==> src/rtl/vga_pkg.sv <==
// Default 640x480@60 raster constants shared by the timing generator and the layer engines.
package vga_pkg;
    localparam int COORD_W    = 10;
    localparam int TILE_SHIFT = 5;

    localparam int DIV_DEFAULT        = 4;
    localparam int SYNC_DELAY_DEFAULT = 1;

    localparam int H_ACTIVE = 640;
    localparam int H_FP     = 16;
    localparam int H_SYNC   = 96;
    localparam int H_BP     = 48;
    localparam int H_TOTAL  = H_ACTIVE + H_FP + H_SYNC + H_BP;

    localparam int V_ACTIVE = 480;
    localparam int V_FP     = 10;
    localparam int V_SYNC   = 2;
    localparam int V_BP     = 33;
    localparam int V_TOTAL  = V_ACTIVE + V_FP + V_SYNC + V_BP;

    localparam int H_SYNC_START = H_ACTIVE + H_FP;
    localparam int H_SYNC_END   = H_SYNC_START + H_SYNC;
    localparam int V_SYNC_START = V_ACTIVE + V_FP;
    localparam int V_SYNC_END   = V_SYNC_START + V_SYNC;

    function automatic logic in_window(input int val, input int lo, input int hi);
        return (val >= lo) && (val < hi);
    endfunction
endpackage

==> src/rtl/vga_timing_gen_sync_delay_line.sv <==
// Fixed-depth shift register that realigns sync outputs with the registered colour path.
module sync_delay_line
    import vga_pkg::*;
#(
    parameter int DEPTH = 1,
    parameter int WIDTH = 2
) (
    input  logic             clk,
    input  logic             rst_n,
    input  logic [WIDTH-1:0] din,
    output logic [WIDTH-1:0] dout
);
    generate
        if (DEPTH == 0) begin : g_bypass
            assign dout = din;
        end else begin : g_pipe
            logic [WIDTH-1:0] stages [DEPTH];

            // Syncs are active-low, so idle (all-ones) is the safe reset value.
            always_ff @(posedge clk or negedge rst_n) begin
                if (!rst_n) begin
                    for (int i = 0; i < DEPTH; i++) stages[i] <= '1;
                end else begin
                    stages[0] <= din;
                    for (int i = 1; i < DEPTH; i++) stages[i] <= stages[i-1];
                end
            end

            assign dout = stages[DEPTH-1];
        end
    endgenerate
endmodule

==> src/rtl/vga_timing_gen.sv <==
// Pixel-enable divider plus horizontal/vertical raster counters with registered decode.
module vga_timing_gen
    import vga_pkg::*;
#(
    parameter int DIV        = vga_pkg::DIV_DEFAULT,
    parameter int H_ACTIVE   = vga_pkg::H_ACTIVE,
    parameter int H_FP       = vga_pkg::H_FP,
    parameter int H_SYNC     = vga_pkg::H_SYNC,
    parameter int H_BP       = vga_pkg::H_BP,
    parameter int V_ACTIVE   = vga_pkg::V_ACTIVE,
    parameter int V_FP       = vga_pkg::V_FP,
    parameter int V_SYNC     = vga_pkg::V_SYNC,
    parameter int V_BP       = vga_pkg::V_BP,
    parameter int SYNC_DELAY = vga_pkg::SYNC_DELAY_DEFAULT
) (
    input  logic               clk,
    input  logic               rst_n,
    output logic               pixel_tick,
    output logic [COORD_W-1:0] x,
    output logic [COORD_W-1:0] y,
    output logic               video_on,
    output logic               hsync,
    output logic               vsync,
    output logic               frame_start
);
    localparam int LINE_LEN    = H_ACTIVE + H_FP + H_SYNC + H_BP;
    localparam int FRAME_LINES = V_ACTIVE + V_FP + V_SYNC + V_BP;
    localparam int HS_START    = H_ACTIVE + H_FP;
    localparam int HS_END      = HS_START + H_SYNC;
    localparam int VS_START    = V_ACTIVE + V_FP;
    localparam int VS_END      = VS_START + V_SYNC;
    localparam int DIV_W       = (DIV > 1) ? $clog2(DIV) : 1;

    logic [DIV_W-1:0]   div_cnt;
    logic               tick_en;
    logic [COORD_W-1:0] x_nxt;
    logic [COORD_W-1:0] y_nxt;
    logic               wrap;
    logic               hs_raw;
    logic               vs_raw;

    assign tick_en = (div_cnt == DIV_W'(DIV - 1));

    always_comb begin
        x_nxt = x;
        y_nxt = y;
        wrap  = 1'b0;
        if (tick_en) begin
            if (x == COORD_W'(LINE_LEN - 1)) begin
                x_nxt = '0;
                if (y == COORD_W'(FRAME_LINES - 1)) begin
                    y_nxt = '0;
                    wrap  = 1'b1;
                end else begin
                    y_nxt = y + 1'b1;
                end
            end else begin
                x_nxt = x + 1'b1;
            end
        end
    end

    // Decode from the next counter values so the flags land on the same edge as x/y.
    always_ff @(posedge clk or negedge rst_n) begin
        if (!rst_n) begin
            div_cnt     <= '0;
            pixel_tick  <= 1'b0;
            x           <= '0;
            y           <= '0;
            video_on    <= 1'b0;
            hs_raw      <= 1'b1;
            vs_raw      <= 1'b1;
            frame_start <= 1'b0;
        end else begin
            div_cnt     <= tick_en ? '0 : div_cnt + 1'b1;
            pixel_tick  <= tick_en;
            x           <= x_nxt;
            y           <= y_nxt;
            frame_start <= wrap;
            if (tick_en) begin
                video_on <= (int'(x_nxt) < H_ACTIVE) && (int'(y_nxt) < V_ACTIVE);
                hs_raw   <= !in_window(int'(x_nxt), HS_START, HS_END);
                vs_raw   <= !in_window(int'(y_nxt), VS_START, VS_END);
            end
        end
    end

    sync_delay_line #(
        .DEPTH (SYNC_DELAY),
        .WIDTH (2)
    ) u_sync_delay (
        .clk   (clk),
        .rst_n (rst_n),
        .din   ({hs_raw, vs_raw}),
        .dout  ({hsync, vsync})
    );
endmodule

==> config.mk <==
export PLATFORM = sky130hd
export DESIGN_NAME = vga_timing_gen
export DESIGN_NICKNAME = d
export VERILOG_FILES = /design/src/rtl/vga_pkg.sv /design/src/rtl/vga_timing_gen_sync_delay_line.sv /design/src/rtl/vga_timing_gen.sv
export SDC_FILE = /design/constraint.sdc
export NUM_CORES = 1
export LEC_CHECK = 0
export ABC_AREA = 1
export ABC_CLOCK_PERIOD_IN_PS = 1800
export CELL_PAD_IN_SITES_DETAIL_PLACEMENT = 1
export CELL_PAD_IN_SITES_GLOBAL_PLACEMENT = 2
export CORE_UTILIZATION = 27
export DETAILED_ROUTE_END_ITERATION = 16
export MAX_ROUTING_LAYER = met4
export PLACE_DENSITY_LB_ADDON = 0.1
export SLEW_MARGIN = 10
export SYNTH_ARGS = -nofsm -noshare
export SYNTH_HDL_FRONTEND = slang
export SYNTH_SLANG_ARGS = --single-unit
==> constraint.sdc <==
create_clock -name clk -period 1.8 [get_ports clk]
set_clock_uncertainty 0.2 [all_clocks]
set_input_delay 0.36 -clock clk [delete_from_list [all_inputs] [get_ports clk]]
set_output_delay 0.36 -clock clk [all_outputs]
set_load 0.1 [all_outputs]
==> out/qor.txt, run 1 <==
fin util = 51.72%
pin count of the biggest net entering global routing = 30
Seq pwr share = 54.3%
drt total wl = 5175 um
Post-CTS Hold Buffers = 0
antenna violations before repair = 0
non-filler cells, final = 366
post-route DRC violation count = 0
# rows = 27
Worst Path Arrival = 1.96 ns
RSZ-0062 raised after global routing = true
Critical Path RT = 1.77 ns
final setup fails = 7
Iteration-0 DRC Markers = 57
critical path's slowest cell = dfrtp_4
Max IR drop VDD = 190.9 uV
Pins Over Slew Limit = 0
worst r2r path cells = 11
vias in the first global route = 1,869
CP startpoint kind = register
Die Area = 0.006315 mm^2
prevailing post-synth register cell = dfrtp_1
Logic pwr share = 1.7%
setup slack after layout = -0.1939 ns
Psw = 274.9 uW
Final ANT Viol Nets = 0
Sink Count = 29
gr usage total = 18.82%
antenna cell count = 0
CTS Buffer Depth = 2
crit path kind = reg -> reg
Tmin final = 1.994 ns
CTS root buf = clkbuf_8
area growth from synthesis to final layout = 80.08%
Pwr Total = 1.200 mW
max cap viols = 0
die height = 79.47 um
WL per Instance = 14.14 um
Routability Congestion = 0.8829
Relative slew margins = 81.84%
#FFs+latches synth = 29
# IOs = 27
commonest non-fill, non-tap cells in the layout = 47 x buf_4, 36 x nand2_1, 29 x inv_1
failing checks = negative setup slack
H-tree levels = 2
First-pass DRT Iterations = 3
Period Utilization, post-route = 110.8%
share of cells above drive strength 1 = 52.04%
clock slew at reported path FFs = 0.07 ns
routed via count = 1,682
Seq/Total Area, Yosys = 45.10%
port buffer count = 26
CP Buf/Inv Count = 2
Int Pwr = 925.6 uW
Post-synth EDFFs = 0
Core Footprint = 0.005642 mm^2
worst slew pin tran = 0.2704 ns
status = finished with violations
clk_lat worst skew = 0.28 ns
Hold Crit Class = reg -> reg
Distinct cells, synth = 28
chip width = 79.47 um
clock power share = 44.0%
Initial Utilization = 28.72%
number of buffers created by CTS = 5
Synth Net Count = 215
CTS tree = done
Avg Cell Area, Syn = 7.753 um^2
PD cells = 411.4 mW/mm^2
HPWL after DPL = 4010 um
Fin Setup TNS = -0.6914 ns
first-pass GRT wire length = 8825 um
commonest non-fill, non-tap cell in the layout = buf_4
Top delay family on crit path = simple AND/OR/NAND/NOR gates
hold depth = 0
Inst Count DP = 355
slowest stage delay, CP = 0.43 ns
Yosys Warn Count = 0
Net count, final = 299
hold violation total from the final report = 0
total gr overflow = 0
cells after synthesis = 209
Max Freq = 501.5 MHz
crit-path cells = ha_4, nand2_4, inv_4, nand3_4, nor2_4, buf_6, nand4_1, xnor2_2, nand3_2, nand3b_1, nand2_1
share of async-settable or async-resettable flops after synthesis = 100.0%
Syn Std Cell Area = 0.001620 mm^2
Via density = 4.596
CP Capture Type = register
LEAKAGE = 1.352 nW
switch share = 22.90%
WP depth = 11
CP Max Fanout = 4
## area by class of cell
| class | count | area, um^2 |
|---|---|---|
| Sequential cell | 29 | 772.0 |
| Fill cell | 678 | 2724 |
| Tap cell | 72 | 90.09 |
| Multi-Input combinational cell | 139 | 862.1 |
| Clock inverter | 2 | 10.01 |
| Clock buffer | 6 | 72.57 |
| Inverter | 38 | 151.4 |
| Timing Repair Buffer | 80 | 959.7 |
## flip-flops by register name, summed over array words and instances, names as in the netlist
| register | count |
|---|---|
| x | 10 |
| y | 10 |
| div_cnt | 2 |
| u_sync_delay.dout | 2 |
| frame_start | 1 |
| hs_raw | 1 |
| pixel_tick | 1 |
| video_on | 1 |
| vs_raw | 1 |
## synthesized netlist by cell type (2+ instances only)
cell,count,area [um^2]
nor2_4,3,33.78
xnor2_1,3,26.28
nand4_1,12,75.07
nand2_1,40,150.1
ha_1,4,50.05
nand3_1,18,90.09
inv_2,3,11.26
nand3_2,2,20.02
nand2_2,4,25.02
xor2_1,3,26.28
o21ai_0,6,30.03
dfrtp_1,25,625.6
nor2_1,33,123.9
inv_1,34,127.6
a21oi_1,2,10.01
nor2_2,2,12.51
dfstp_2,4,105.1
## per-layer routing
| layer | track usage, % | part of all wire [%] |
|---|---|---|
| met3 | 3.429 | 2.8 |
| met5 | - | 0 |
| met2 | 34.27 | 54 |
| met1 | 20.62 | 42 |
| met4 | 5.818 | 0.93 |
## worst paths after layout
path,from,endpoint,slack [ns]
worst max-delay path,x[0]$_DFF_PN0_,video_on$_DFFE_PN0P_,-0.19
worst min-delay path,hs_raw$_DFFE_PN1P_,u_sync_delay.dout[1]$_DFF_PN1_,0.17
worst max register to register,x[0]$_DFF_PN0_,video_on$_DFFE_PN0P_,-0.19
worst min register to register,hs_raw$_DFFE_PN1P_,u_sync_delay.dout[1]$_DFF_PN1_,0.17
max in group asynchronous,rst_n,hs_raw$_DFFE_PN1P_,0.92
min in group asynchronous,rst_n,x[2]$_DFF_PN0_,0.24
## timing repair
item,in CTS,in global routing
resized for setup,19,20
cloned,0,0
pin swaps,12,11
endpoints found under the setup margin,15,17
buffers inserted,4,2
## power by group through the flow
stage                     Sequential, mW  Clock (mW)  Combinational [mW]
after floorplan                    0.664           0         0.000000469
after global placement             0.664           0              0.0210
after detailed placement           0.664           0              0.0218
after CTS                          0.651       0.552              0.0219
after global routing               0.651       0.573              0.0233
final                              0.652       0.528              0.0204
## stage by stage
step	instance area [um^2]	hold slack (ns)	worst slack [ns]
after floorplan	1684	-0.1356	-0.2801
after CTS	2848	0.1687	-0.2315
after global placement	2673	0.1567	-0.3047
final	2918	0.1683	-0.1939
after global routing	2918	0.1751	-0.3499
after detailed placement	2673	0.1588	-0.3317
## cells by family after synthesis
logic type,after synthesis,share of synthesized area (%)
AO/OA/AOI/OAI,13,4.788
XOR/XNOR,6,3.244
adder cells (fa/ha/maj),4,3.089
buffers and inverters,41,10.11
flip-flops,29,45.10
AND/OR/NAND/NOR,116,33.67
(Power assumes the default switching activity.)
==> inputs of run 2 (changes only) <==
--- a/config.mk
+++ b/config.mk
@@ -7,12 +7,14 @@
 export LEC_CHECK = 0
 export ABC_AREA = 1
 export ABC_CLOCK_PERIOD_IN_PS = 1800
+export CAP_MARGIN = 30
 export CELL_PAD_IN_SITES_DETAIL_PLACEMENT = 1
 export CELL_PAD_IN_SITES_GLOBAL_PLACEMENT = 2
 export CORE_UTILIZATION = 27
 export DETAILED_ROUTE_END_ITERATION = 16
 export MAX_ROUTING_LAYER = met4
 export PLACE_DENSITY_LB_ADDON = 0.1
+export REMOVE_ABC_BUFFERS = 1
 export SLEW_MARGIN = 10
 export SYNTH_ARGS = -nofsm -noshare
 export SYNTH_HDL_FRONTEND = slang
==> out/qor.txt, run 2 (synthesized netlist as in run 1, its figures left out) <==
Via density = 4.581 (-0.33%)
antenna violations before repair = 0 (unchanged)
Routability Congestion = 0.7961 (-9.8%)
number of fill cells = 640 (-5.6%)
# IOs = 27 (unchanged)
drt total wl = 5469 um (+5.7%)
clock slew at reported path FFs = 0.06 ns (about the same)
footprint of the multi-input gates = 938.4 um^2 (+8.9%)
Area after DPL = 0.002556 mm^2 (-4.4%)
Final ANT Viol Nets = 0 (unchanged)
Initial Utilization = 28.72% (unchanged)
Sink Count = 29 (unchanged)
Net count, final = 305 (+2.0%)
pin count of the biggest net entering global routing = 30 (unchanged)
hold violation total from the final report = 0 (unchanged)
commonest non-fill, non-tap cells in the layout = 48 x buf_4, 35 x nand2_1, 27 x buf_12
# rows = 27 (unchanged)
Post-CTS Hold Buffers = 0 (unchanged)
max cap viols = 0 (unchanged)
Die Area = 0.006315 mm^2 (unchanged)
status = finished with violations
final setup fails = 10 (+3)
post-route DRC violation count = 0 (unchanged)
Tmin final = 1.980 ns (-0.01374 ns)
worst r2r path cells = 11 (unchanged)
Max Freq = 505.0 MHz (+0.69%)
port buffer count = 26 (unchanged)
CP Capture Point = video_on$_DFFE_PN0P_
clk_lat worst skew = 0.28 ns (about the same)
Relative slew margins = 79.36% (-2.5 points)
Period Utilization, post-route = 110.0% (-0.76 points)
reg2reg start = x[1]$_DFF_PN0_
Worst Path Arrival = 1.95 ns (about the same)
CP Capture Type = register
Core Footprint = 0.005642 mm^2 (unchanged)
crit path kind = reg -> reg
CP Max Fanout = 7 (+3)
failing checks = negative setup slack
WHS = 0.1669 ns (-0.001400 ns)
number of buffers created by CTS = 5 (unchanged)
R2R Setup Slk = -0.18 ns (about the same)
Pins Over Slew Limit = 0 (unchanged)
Finished Cell Area = 0.003034 mm^2 (+4.0%)
vias in the first global route = 1,740 (-6.9%)
LEAKAGE = 1.448 nW (+7.1%)
Max IR drop VDD = 278.4 uV (+46%)
share of cells above drive strength 1 = 53.33% (+1.3 points)
Iteration-0 DRC Markers = 30 (-47%)
RSZ-0062 raised after global routing = true
area growth from synthesis to final layout = 87.26%
reg2reg end = video_on$_DFFE_PN0P_
gr usage total = 18.12% (-0.71 points)
Reg area = 730.7 um^2 (-5.3%)
Inst Count DP = 348 (-2.0%)
PD cells = 417.8 mW/mm^2 (+1.5%)
CTS Buffer Depth = 2 (unchanged)
first-pass GRT wire length = 8452 um (-4.2%)
HPWL after DPL = 3815 um (-4.9%)
CP startpoint kind = register
antenna cell count = 0 (unchanged)
CTS root buf = clkbuf_8
Hold Crit Class = reg -> reg
non-filler cells, final = 372 (+1.6%)
worst slew pin tran = 0.3096 ns (+0.03917 ns)
WL per Instance = 14.70 um (+4.0%)
chip width = 79.47 um (unchanged)
Critical Path RT = 1.77 ns (about the same)
First-pass DRT Iterations = 4 (+1)
setup slack after layout = -0.1802 ns (+0.01373 ns)
routed via count = 1,704 (+1.3%)
CP Launch Point = x[1]$_DFF_PN0_
commonest non-fill, non-tap cell in the layout = buf_4
H-tree levels = 2 (unchanged)
die height = 79.47 um (unchanged)
Largest regs = x: 10 flops, y: 10 flops
total gr overflow = 0 (unchanged)
CTS tree = done
## run 2: cell types whose count changed in the layout (fill, tap and decap cells not counted), moves of 5 or more
cell	delta
dfrtp_2	-12
dfrtp_4	-7
inv_2	+6
nor2_2	+5
dfrtp_1	+19
nor2_1	-6
## run 2: metrics by stage
stage / setup TNS, ns / setup slack, ns / util (%) / total power, mW
5_1_grt: -1.905 / -0.3117 / 53.78 / 1.311
4_1_cts: -0.8957 / -0.1758 / 49.10 / 1.297
3_5_place_dp: -0.7766 / -0.2443 / 45.31 / 0.6858
3_3_place_gp: -0.5591 / -0.1915 / 45.31 / 0.6858
2_1_floorplan: -12.49 / -0.8913 / - / 0.6641
6_report: -0.8482 / -0.1802 / 53.78 / 1.268
## run 2: timing repair
action / in CTS / in global routing
resized for setup: 21 / 54
setup endpoints to repair: 11 / 17
buffers inserted: 6 / 13
cloned: 0 / 0
pin swaps: 12 / 21
## run 2: power breakdown
| group | total (mW) | switching [mW] | leakage [nW] | internal [mW] |
|---|---|---|---|---|
| combinational | 0.0204 | 0.0140 | 1.02 | 0.00636 |
| sequential | 0.652 | 0 | 0.372 | 0.652 |
| clock | 0.595 | 0.250 | 0.0542 | 0.345 |
| total | 1.27 | 0.264 | 1.45 | 1.00 |
## run 2: critical path, stage by stage (launching register included)
cell and delay [ns]:
dfrtp_1 0.40, ha_4 0.16, nand2_4 0.06, inv_4 0.08, nand3_4 0.07, nor2_4 0.14
buf_12 0.13, nand4_1 0.14, xnor2_2 0.24, nand3_2 0.10, nand3b_1 0.09, nand2_1 0.05
## run 2: how the worst min path moves through the flow
stage	startpoint	slack (ns)	cells past startpoint	to
after global routing	hs_raw$_DFFE_PN1P_	0.17	0	u_sync_delay.dout[1]$_DFF_PN1_
after detailed placement	vs_raw$_DFFE_PN1P_	0.16	0	u_sync_delay.dout[0]$_DFF_PN1_
after global placement	vs_raw$_DFFE_PN1P_	0.16	0	u_sync_delay.dout[0]$_DFF_PN1_
final	vs_raw$_DFFE_PN1P_	0.17	0	u_sync_delay.dout[0]$_DFF_PN1_
after CTS	vs_raw$_DFFE_PN1P_	0.17	0	u_sync_delay.dout[0]$_DFF_PN1_
after floorplan	rst_n	-0.14	0	div_cnt[0]$_DFF_PN0_
## run 2: per-layer routing
layer | GRT usage (%) | share of wire [%] | vias to the layer above
li1 | - | - | 839
met1 | 21.04 | 42 | 834
met2 | 32.22 | 55 | 27
met3 | 3.200 | 2.1 | 4
met4 | 4.364 | 0.84 | 0
met5 | - | 0 | -
## run 2: area by class of cell
class,count,area share (%)
Tap cell,72,2.969
Clock buffer,7,3.175
Timing Repair Buffer,86,33.86
Inverter,38,4.825
Sequential cell,29,24.08
Clock inverter,1,0.1649
Multi-Input combinational cell,139,30.93
==> inputs of run 3 (changes only) <==
--- a/config.mk
+++ b/config.mk
@@ -8,12 +8,10 @@
 export ABC_AREA = 1
 export ABC_CLOCK_PERIOD_IN_PS = 1800
 export CAP_MARGIN = 30
-export CELL_PAD_IN_SITES_DETAIL_PLACEMENT = 1
-export CELL_PAD_IN_SITES_GLOBAL_PLACEMENT = 2
-export CORE_UTILIZATION = 27
+export CORE_UTILIZATION = 47
 export DETAILED_ROUTE_END_ITERATION = 16
 export MAX_ROUTING_LAYER = met4
-export PLACE_DENSITY_LB_ADDON = 0.1
+export PLACE_DENSITY = 0.75
 export REMOVE_ABC_BUFFERS = 1
 export SLEW_MARGIN = 10
 export SYNTH_ARGS = -nofsm -noshare
==> out/qor.txt, run 3 (synthesized netlist as in run 1, its figures left out) <==
First-pass DRT Iterations = 4 (unchanged)
Period Utilization, post-route = 109.4% (-0.57 points)
Critical Path RT = 1.84 ns (+0.07 ns)
Relative slew margins = 80.78% (+1.4 points)
final setup fails = 6 (-4)
Int Pwr = 883.7 uW (-12%)
Post-CTS Hold Buffers = 0 (unchanged)
RSZ-0062 raised after global routing = true
die height = 60.72 um (-24%)
Area after DPL = 0.002491 mm^2 (-2.5%)
Tmin final = 1.970 ns (-0.01030 ns)
# IOs = 27 (unchanged)
number of buffers created by CTS = 5 (unchanged)
# rows = 20 (-26%)
CTS Buffer Depth = 2 (unchanged)
Max Freq = 507.6 MHz (+0.52%)
clk_lat worst skew = 0.35 ns (+0.07 ns)
Net count, final = 287 (-5.9%)
Hold Crit Class = in -> async
Pins Over Slew Limit = 0 (unchanged)
vias in the first global route = 1,725 (-0.86%)
Finished Cell Area = 0.002695 mm^2 (-11%)
Seq pwr share = 57.0% (+5.5 points)
clock slew at reported path FFs = 0.10 ns (+0.04 ns)
hold violation total from the final report = 0 (unchanged)
commonest non-fill, non-tap cell in the layout = buf_4
Initial Utilization = 51.39% (+23 points)
setup slack after layout = -0.1699 ns (+0.01029 ns)
failing checks = negative setup slack
fin util = 85.48% (+32 points)
port buffer count = 26 (unchanged)
switch share = 22.61% (+1.8 points)
WL per Instance = 14.93 um (+1.5%)
chip width = 60.72 um (-24%)
Worst Path Arrival = 2.01 ns (+0.06 ns)
Routability Congestion = 0.9575 (+20%)
dpl ws = -0.1595 ns (+0.08479 ns)
area growth from synthesis to final layout = 66.33%
clock power share = 41.3% (-5.6 points)
Iteration-0 DRC Markers = 137 (+360%)
antenna cell count = 0 (unchanged)
post-route DRC violation count = 0 (unchanged)
Sink Count = 29 (unchanged)
antenna violations before repair = 0 (unchanged)
PD cells = 423.7 mW/mm^2 (+1.4%)
CTS tree = done
status = finished with violations
drt total wl = 4866 um (-11%)
Final ANT Viol Nets = 0 (unchanged)
CP startpoint kind = register
gr usage total = 29.31% (+11 points)
Via density = 5.377 (+17%)
LEAKAGE = 1.332 nW (-8.0%)
crit path kind = reg -> reg
CP Max Fanout = 7 (unchanged)
pin count of the biggest net entering global routing = 30 (unchanged)
total gr overflow = 0 (unchanged)
H-tree levels = 2 (unchanged)
Largest regs = x: 10 flops, y: 10 flops
first-pass GRT wire length = 7590 um (-10%)
CTS root buf = clkbuf_4
Pwr Total = 1.142 mW (-9.9%)
worst slew pin tran = 0.2873 ns (-0.02230 ns)
Die Area = 0.003686 mm^2 (-42%)
routed via count = 1,753 (+2.9%)
commonest non-fill, non-tap cells in the layout = 38 x buf_4, 36 x nand2_1, 29 x inv_1
Max IR drop VDD = 381.9 uV (+37%)
Core Footprint = 0.003153 mm^2 (-44%)
CP Capture Type = register
number of fill cells = 156 (-76%)
Logic pwr share = 1.7% (about the same)
max cap viols = 0 (unchanged)
Fin Setup TNS = -0.5014 ns (+0.3469 ns)
share of cells above drive strength 1 = 44.33% (-9.0 points)
HPWL after DPL = 3172 um (-17%)
Psw = 258.2 uW (-2.2%)
[run 3: changes by cell type in the layout (fill, tap and decap cells not counted), moves of 4 or more]
cell,previous run,this run
clkbuf_4,0,5
clkbuf_8,7,2
nor2_1,20,25
buf_4,48,38
inv_1,25,29
buf_6,9,2
[run 3: per-stage QoR]
stage          instances  hold slack [ns]
2_1_floorplan        206          -0.1356
6_report             326           0.1566
3_5_place_dp         316           0.1562
3_3_place_gp         316           0.1593
5_1_grt              326           0.1764
4_1_cts              326           0.1679
[run 3: worst max-delay path, stage by stage (launching register included)]
cell      delay [ns]
dfrtp_1         0.37
ha_2            0.19
nand2_2         0.06
inv_2           0.06
nand3_2         0.08
nor2_4          0.21
nand3_1         0.15
nand2_1         0.08
nand2_1         0.08
nor2_1          0.15
nand3_2         0.11
nand3b_1        0.09
nand2_1         0.05
[run 3: area by class of cell]
type	instances	area [um^2]	area share, %
Timing Repair Buffer	68	858.3	31.85
Multi-Input combinational cell	139	837.1	31.06
Sequential cell	29	730.7	27.11
Inverter	38	143.9	5.339
Clock buffer	7	65.06	2.414
Tap cell	44	55.05	2.043
Clock inverter	1	5.005	0.1857
[run 3: worst paths after layout]
path	from	end	depth (start not counted)	slack, ns
max reg2reg	x[0]$_DFF_PN0_	video_on$_DFFE_PN0P_	12	-0.17
min	rst_n	x[4]$_DFF_PN0_	2	0.16
min reg2reg	vs_raw$_DFFE_PN1P_	u_sync_delay.dout[0]$_DFF_PN1_	0	0.18
max in group asynchronous	rst_n	u_sync_delay.dout[1]$_DFF_PN1_	2	1.01
min in group clk	vs_raw$_DFFE_PN1P_	u_sync_delay.dout[0]$_DFF_PN1_	0	0.18
max	x[0]$_DFF_PN0_	video_on$_DFFE_PN0P_	12	-0.17
[run 3: what timing repair did]
action	CTS	global route
pin swaps	18	16
endpoints found under the setup margin	6	15
buffers inserted	2	2
resized for setup	16	23
cloned	0	0
[run 3: metal layers]
layer	wire [um]	vias to the layer above	track usage, %
met5	0	-	-
met4	184	0	15.91
met3	294	28	5.117
met2	2369	86	48.04
met1	2017	835	34.15
li1	-	804	-
[run 3: power by group through the flow]
stage	registers [mW]	clock network, mW	logic, mW
2_1_floorplan	0.664	0	0.000000457
3_3_place_gp	0.664	0	0.0201
3_5_place_dp	0.664	0	0.0203
4_1_cts	0.651	0.472	0.0203
5_1_grt	0.652	0.496	0.0222
6_report	0.651	0.471	0.0192
